===== config.mk =====
export PLATFORM = sky130hd
export DESIGN_NAME = led_pwm_driver
export DESIGN_NICKNAME = d
export VERILOG_FILES = /design/src/rtl/led_pwm_driver.sv
export SDC_FILE = /design/constraint.sdc
export NUM_CORES = 1
export LEC_CHECK = 0
export ABC_AREA = 0
export BUFFER_PORTS_ARGS = -buffer_cell sky130_fd_sc_hd__buf_4
export CAP_MARGIN = 30
export CORE_AREA = 2 2 87 172
export CTS_BUF_LIST = sky130_fd_sc_hd__clkbuf_8
export CTS_CLUSTER_SIZE = 20
export DETAILED_ROUTE_END_ITERATION = 12
export DIE_AREA = 0 0 89 174
export PLACE_DENSITY_LB_ADDON = 0.12
export SYNTH_ARGS = -nofsm -noshare
export SYNTH_HDL_FRONTEND = slang
export SYNTH_SLANG_ARGS = --single-unit

===== constraint.sdc =====
create_clock -name i_clk -period 9.7 [get_ports i_clk]
set_input_delay 1.455 -clock i_clk [delete_from_list [all_inputs] [get_ports i_clk]]
set_output_delay 1.455 -clock i_clk [all_outputs]
set_load 0.03 [all_outputs]

===== src/rtl/led_pwm_driver.sv =====
// PWM driver for RGB and basic LEDs sharing one 255-step period.
// Duty bytes are captured at each period start so a period never glitches.
module led_pwm_driver #(
  parameter int parm_color_led_count = 4,
  parameter int parm_basic_led_count = 4,
  parameter int parm_FCLK            = 40_000_000,
  parameter int parm_pwm_clk_div     = 40,
  localparam int c_color_value_upper = 8*parm_color_led_count-1,
  localparam int c_basic_value_upper = 8*parm_basic_led_count-1
) (
  input  logic                           i_clk,
  input  logic                           i_srst,
  input  logic [c_color_value_upper:0]   i_color_led_red_value,
  input  logic [c_color_value_upper:0]   i_color_led_green_value,
  input  logic [c_color_value_upper:0]   i_color_led_blue_value,
  input  logic [c_basic_value_upper:0]   i_basic_led_lumin_value,
  output logic [parm_color_led_count-1:0] eo_color_leds_r,
  output logic [parm_color_led_count-1:0] eo_color_leds_g,
  output logic [parm_color_led_count-1:0] eo_color_leds_b,
  output logic [parm_basic_led_count-1:0] eo_basic_leds_l,
  output logic                           o_period_start
);

  localparam int c_cc    = parm_color_led_count;
  localparam int c_bc    = parm_basic_led_count;
  localparam int c_nch   = 3*c_cc + c_bc;
  localparam int c_pre_w =
    (parm_pwm_clk_div > 1) ? $clog2(parm_pwm_clk_div) : 1;
  localparam logic [c_pre_w-1:0] c_pre_last =
    c_pre_w'(parm_pwm_clk_div-1);

  if (parm_pwm_clk_div < 1 || parm_FCLK < 1) begin : g_bad_parm
    $error("led_pwm_driver: bad clock parameters");
  end

  logic [c_pre_w-1:0] s_pre;
  logic [7:0]         s_cnt;
  logic               s_step;
  logic               s_ps;
  logic [8*c_nch-1:0] s_in;
  logic [8*c_nch-1:0] s_shadow;
  logic [c_nch-1:0]   s_hit;
  logic [c_nch-1:0]   s_out;

  // Channel order: red, green, blue, basic (LSB first).
  assign s_in = {i_basic_led_lumin_value,
                 i_color_led_blue_value,
                 i_color_led_green_value,
                 i_color_led_red_value};

  assign s_step = (s_pre == c_pre_last);
  assign s_ps   = (s_pre == '0) && (s_cnt == 8'd0);

  for (genvar i = 0; i < c_nch; i++) begin : g_ch
    logic [7:0] eff;
    assign eff      = s_ps ? s_in[8*i +: 8] : s_shadow[8*i +: 8];
    assign s_hit[i] = (s_cnt < eff);
  end

  always_ff @(posedge i_clk) begin
    if (i_srst) begin
      s_pre          <= '0;
      s_cnt          <= '0;
      s_shadow       <= '0;
      s_out          <= '0;
      o_period_start <= 1'b0;
    end else begin
      s_pre <= s_step ? '0 : s_pre + 1'b1;
      // Count stops at 254 so a full-scale byte stays high all period.
      if (s_step)
        s_cnt <= (s_cnt == 8'd254) ? 8'd0 : s_cnt + 8'd1;
      if (s_ps)
        s_shadow <= s_in;
      s_out          <= s_hit;
      o_period_start <= s_ps;
    end
  end

  assign eo_color_leds_r = s_out[c_cc-1:0];
  assign eo_color_leds_g = s_out[2*c_cc-1:c_cc];
  assign eo_color_leds_b = s_out[3*c_cc-1:2*c_cc];
  assign eo_basic_leds_l = s_out[c_nch-1:3*c_cc];

endmodule

=== Word-level counts from Yosys, hierarchy flattened ===
Index checks and enable logic that the tools add are counted.

* Reductions and logical operators: 4
* Magnitude comparators: 16
* Equal/unequal tests: 2
* Multiplexer cells: 17
* $add $sub $neg: 2

{| class="wikitable"
|+ Operators with widths
! operator !! count
|-
| 2-to-1 mux 8 bit || 17
|-
| less-than comparator 8 bit || 16
|-
| adder 8 x 1 -> 8 bit (second input constant) || 1
|-
| equality test 8 bit (second input constant) || 1
|-
| zero test 8 bit || 1
|-
| adder 6 x 1 -> 6 bit (second input constant) || 1
|-
| equality test 6 bit (second input constant) || 1
|-
| zero test 6 bit || 1
|-
| OR reduction 2 bit || 1
|-
| logical AND 1 bit || 1
|}

* Word-level logic and storage cells: 46
* Bits of input ports: 130
* Output and inout bits: 17
* Register bits after elaboration: 159

=== Depth between registers and ports, before layout ===
* Depth after elaboration: 4
* Mapped depth: 15
* Depth with buffers taken out: 10

=== Least setup slack after synthesis ===
OpenSTA, ideal clock, no wires.

* Kind: register to register
* From: register s_cnt[0]
* To: register s_out[11]
* Stages on the path, launching flop included: 16
* Library setup time: 0.104 ns
* Path buffers: 5
* Setup slack: 6.390 ns
* Clock period less this slack: 3.310 ns
* Required time: 9.596 ns
* Data arrival time: 3.206 ns
* Path through: dfxtp_1 clkbuf_1 buf_1 inv_1 ha_1 and4bb_1 buf_4 nand3_1 buf_2 buf_4 mux2i_1 ha_1 a21o_1 a21oi_1 o22ai_1 a2111oi_2

* Word-level cells in the longest chain between the ends: 4

{| class="wikitable"
|+ Ends and longest elaborated chain
! what !! line !! text
|-
| start: declaration || 37 || <nowiki>logic [7:0] s_cnt;</nowiki>
|-
| start signal: assignment || 71 || <nowiki>s_cnt <= (s_cnt == 8'd254) ? 8'd0 : s_cnt + 8'd1;</nowiki>
|-
| zero test 8 bit || 52 || <nowiki>assign s_ps = (s_pre == '0) && (s_cnt == 8'd0);</nowiki>
|-
| logical AND 1 bit || 52 ||
|-
| 2-to-1 mux 8 bit || 56 || <nowiki>assign eff = s_ps ? s_in[8*i +: 8] : s_shadow[8*i +: 8];</nowiki>
|-
| less-than comparator 8 bit (*) || 57 || <nowiki>assign s_hit[i] = (s_cnt < eff);</nowiki>
|-
| end signal: assignment || 74 || <nowiki>s_out <= s_hit;</nowiki>
|-
| end: declaration || 43 || <nowiki>logic [c_nch-1:0] s_out;</nowiki>
|}

Mark *: on every way between the ends. The rest lies on a longest branch, timed or not.
A chain may end at the register's enable or synchronous reset.

=== Worst setup path in the final report ===
* From: register s_cnt[0]
* To: register s_out[2]

The elaborated chain is that of the path after synthesis.

==> results.md <==
- Status: complete, no violations
- Max Fclk: 222 MHz
- Clock slew at reported path FFs: 0.09 ns
- FF+latch count, synth: 159
- Hold endpoint: s_out[0]$_SDFF_PP0_
- Mapped Nets: 1100
- Worst path cell trace: inv_1 -> ha_1 -> and4bb_1 -> nand3_4 -> buf_16 -> buf_4 -> mux2i_1 -> ha_1 -> a21o_1 -> a21oi_1 -> o22ai_1 -> a2111oi_0
- Post-DP HPWL: 14000 um
- Final instance area: 10000 um2
- Cell count after synthesis: 853
- Routability congestion estimate from global placement: 0.845
- Crit path top cell by count: ha_1
- Area Growth Syn to Fin: 20.1%
- Hold path depth: 2
- Count leader, synth: dfxtp_1
- Max FO, Critical Path: 55
- Die Width: 89 um
- Wirelength per Cell: 17.1 um
- Startpoint Class: register
- Global-route wire length before repair: 31800 um
- Pwr dens: 164 nW/um2
- Tot Pwr: 1.64 mW
- TritonCTS clock tree: yes
- Post-Route Utilization: 70.4%
- Layout cells sized above 1: 20.4%
- Worst reg2reg endpoint: s_out[2]$_SDFF_PP0_
- CTS Hold Bufs: 0
- Number of synthesized flops with an enable pin: 0
- Largest net degree at the start of global routing: 69
- Critical-path top delay cell: dfxtp_1
- Max Root-Sink Buffers: 2
- Final worst-path cycle share: 46.5%
- Routed Antenna Nets: 0
- Critical Path AT: 4.87 ns
- Die Area: 15500 um2
- WP data required: 10.06 ns
- Initial antenna violation count: 0
- Pint: 1.16 mW
- Clk root buf: clkbuf_8
- Net count reported at finish: 1232
- Sw power: 0.478 mW
- Peak supply drop: 122 uV
- Cts bufs inserted: 17
- Fin cells: 1190
- Async SR Flop Fraction: 0%
- Slowest stage delay, CP: 0.94 ns
- Cell count after placement: 1157
- Core footprint: 14300 um2
- Hold crit path type: reg2reg
- Pre-Repair DR Iteration Count: 4
- CTS resizes: 0
- Yosys warnings: 0
- Slew HR: 32.7%
- R2r startpoint: s_cnt[0]$_SDFFE_PP0P_
- Crit path kind: reg2reg
- Sequential cell fraction of total power: 44.5%
- Logic gate share of total power: 22.6%
- Total grt overflow: 0
- Clock share of power: 32.9%
- Worst hold slack: 0.473 ns
- Flop2flop setup slack: 5.19 ns
- Hold Vio Cnt, Final: 0
- Clock sink count: 159
- Least-Margin Pin Slew: 1.01 ns
- Vias per cell: 5.71
- Die height: 174 um
- Skew-Pair Late Insertion Delay: 0.47 ns
- Number of port buffers: 146
- Final worst setup slack: 5.19 ns
- Gr usage total: 26.6%
- Top cells by area, synth: dfxtp_1 38%, ha_1 18%, mux2i_1 13%
- Area taken by multi-input logic gates: 4900 um2
- Ports: 147
- Crit path capture type: register
- Seq/Total Area, Yosys: 38.1%
- Dpl cell area: 9580 um2
- Max_cap viols: 0
- Final wirelength: 20400 um
- Hold Crit Start: s_shadow[0]$_SDFFE_PP0N_
- Slew Limit Fails: 0
- Setup bufs post-CTS: 0
- Vias: 6790
- Final setup viols: 0
- Ant. Diodes: 0
- Post-Syn Area per Cell: 9.81 um2
- RSZ-0062 raised after global routing: no
- Tmin final: 4.51 ns
- Htree depth: 4
- Commonest cells post-synth: 159 x dfxtp_1, 124 x nor2_1, 117 x ha_1, 112 x mux2i_1, 46 x a21oi_1
- Fill cell count: 1203
- Pre-CTS setup slack: 4.86 ns
- Register Area: 3180 um2
- Post-synthesis cell area: 8360 um2
- Post-synth top area share: 38.1%
- Pleak: 5.07 nW
- Total Negative Setup Slacks: 0 ns
- Initial Util: 58.6%
- Worst Clk Skew: 0.0117 ns
- 1st-iter DRT viols: 315
- Reg2Reg Depth: 12
- # rows: 62
- Top FF cell, synth: dfxtp_1
- Switching Fraction: 29.1%
- Distinct cell type count after synthesis: 37
- Vias in the first global route: 6761
- DRC viols: 0
- Cell accounting for the most synthesized area: dfxtp_1
[final cells by class]
cell class                      instances  share of cell area (%)
Sequential cell                       159                    31.7
Inverter                               17                   0.635
Multi-Input combinational cell        632                    48.7
Timing Repair Buffer                  158                    12.2
Tap cell                              192                    2.39
Clock inverter                         14                    1.91
Clock buffer                           18                    2.47
[how the worst max path moves through the flow]
stage                           from  depth (start not counted)              endpoint  slack [ns]
5_1_grt        s_cnt[0]$_SDFFE_PP0P_                         12   s_out[2]$_SDFF_PP0_        4.95
4_1_cts        s_cnt[0]$_SDFFE_PP0P_                         11   s_out[8]$_SDFF_PP0_        4.85
3_3_place_gp   s_cnt[1]$_SDFFE_PP0P_                         11  s_out[15]$_SDFF_PP0_        4.96
2_1_floorplan  s_cnt[0]$_SDFFE_PP0P_                         15  s_out[11]$_SDFF_PP0_        6.39
6_report       s_cnt[0]$_SDFFE_PP0P_                         12   s_out[2]$_SDFF_PP0_        5.19
3_5_place_dp   s_cnt[0]$_SDFFE_PP0P_                         11   s_out[8]$_SDFF_PP0_        4.86
[worst max-delay path: cells and delay by family (launching register included)]
family	cells	cell delay [ns]
AOI/OAI and AO/OA	4	0.79
adders and majority gates	2	0.52
buffers and inverters	3	1.14
DFF	1	0.94
muxes	1	0.31
and+or+nand+nor	2	0.69
[flip-flops by register name, summed over array words and instances (netlist names)]
signal          count
s_pre               6
s_out              16
s_cnt               8
s_shadow          128
o_period_start      1
[layer usage]
metal | share of wire (%) | wire length, um | GRT usage [%] | up-vias
met5 | 0 | 0 | 0 | -
met4 | 3.0 | 603 | 10.5 | 0
li1 | - | - | - | 3376
met3 | 3.7 | 750 | 4.84 | 39
met1 | 39 | 7910 | 29.5 | 3214
met2 | 55 | 11100 | 48.2 | 161
[placed cells by master (no fill, tap or decap), types with 2 or more instances in the layout]
cell / instances
nor2_2: 2
and3_1: 2
clkinv_4: 3
xor2_1: 8
clkbuf_8: 18
inv_6: 2
nor3_1: 3
nand2_1: 35
o2111ai_1: 3
mux2i_1: 112
nor2_1: 123
a211o_1: 3
and4_1: 2
a2111oi_2: 10
nand4_1: 34
nor4_4: 2
a211oi_1: 19
and2_1: 3
a2111oi_0: 3
a21o_1: 45
a21oi_1: 46
xnor2_1: 3
clkinvlp_4: 2
ha_1: 117
bufinv_16: 4
a311oi_1: 3
inv_1: 19
o22ai_1: 13
dfxtp_1: 159
o21ai_0: 13
buf_4: 155
nand3_1: 21
buf_16: 2
[power by group through the flow]
stage          Clock (mW)  Sequential, mW  Combinational, mW
2_1_floorplan           0           0.753              0.252
3_3_place_gp            0           0.744              0.360
3_5_place_dp            0           0.746              0.370
4_1_cts             0.548           0.731              0.371
5_1_grt             0.574           0.736              0.413
6_report            0.540           0.731              0.371
[kinds of logic after synthesis]
family / Yosys count / synth area share (%)
simple gates: 233 / 12.9
compound gates: 159 / 13.4
flops: 159 / 38.1
fa+ha+maj: 117 / 17.5
mux: 112 / 13.4
buf+inv: 62 / 3.58
xor+xnor: 11 / 1.15
No activity file was read; power rests on OpenSTA's default activity.
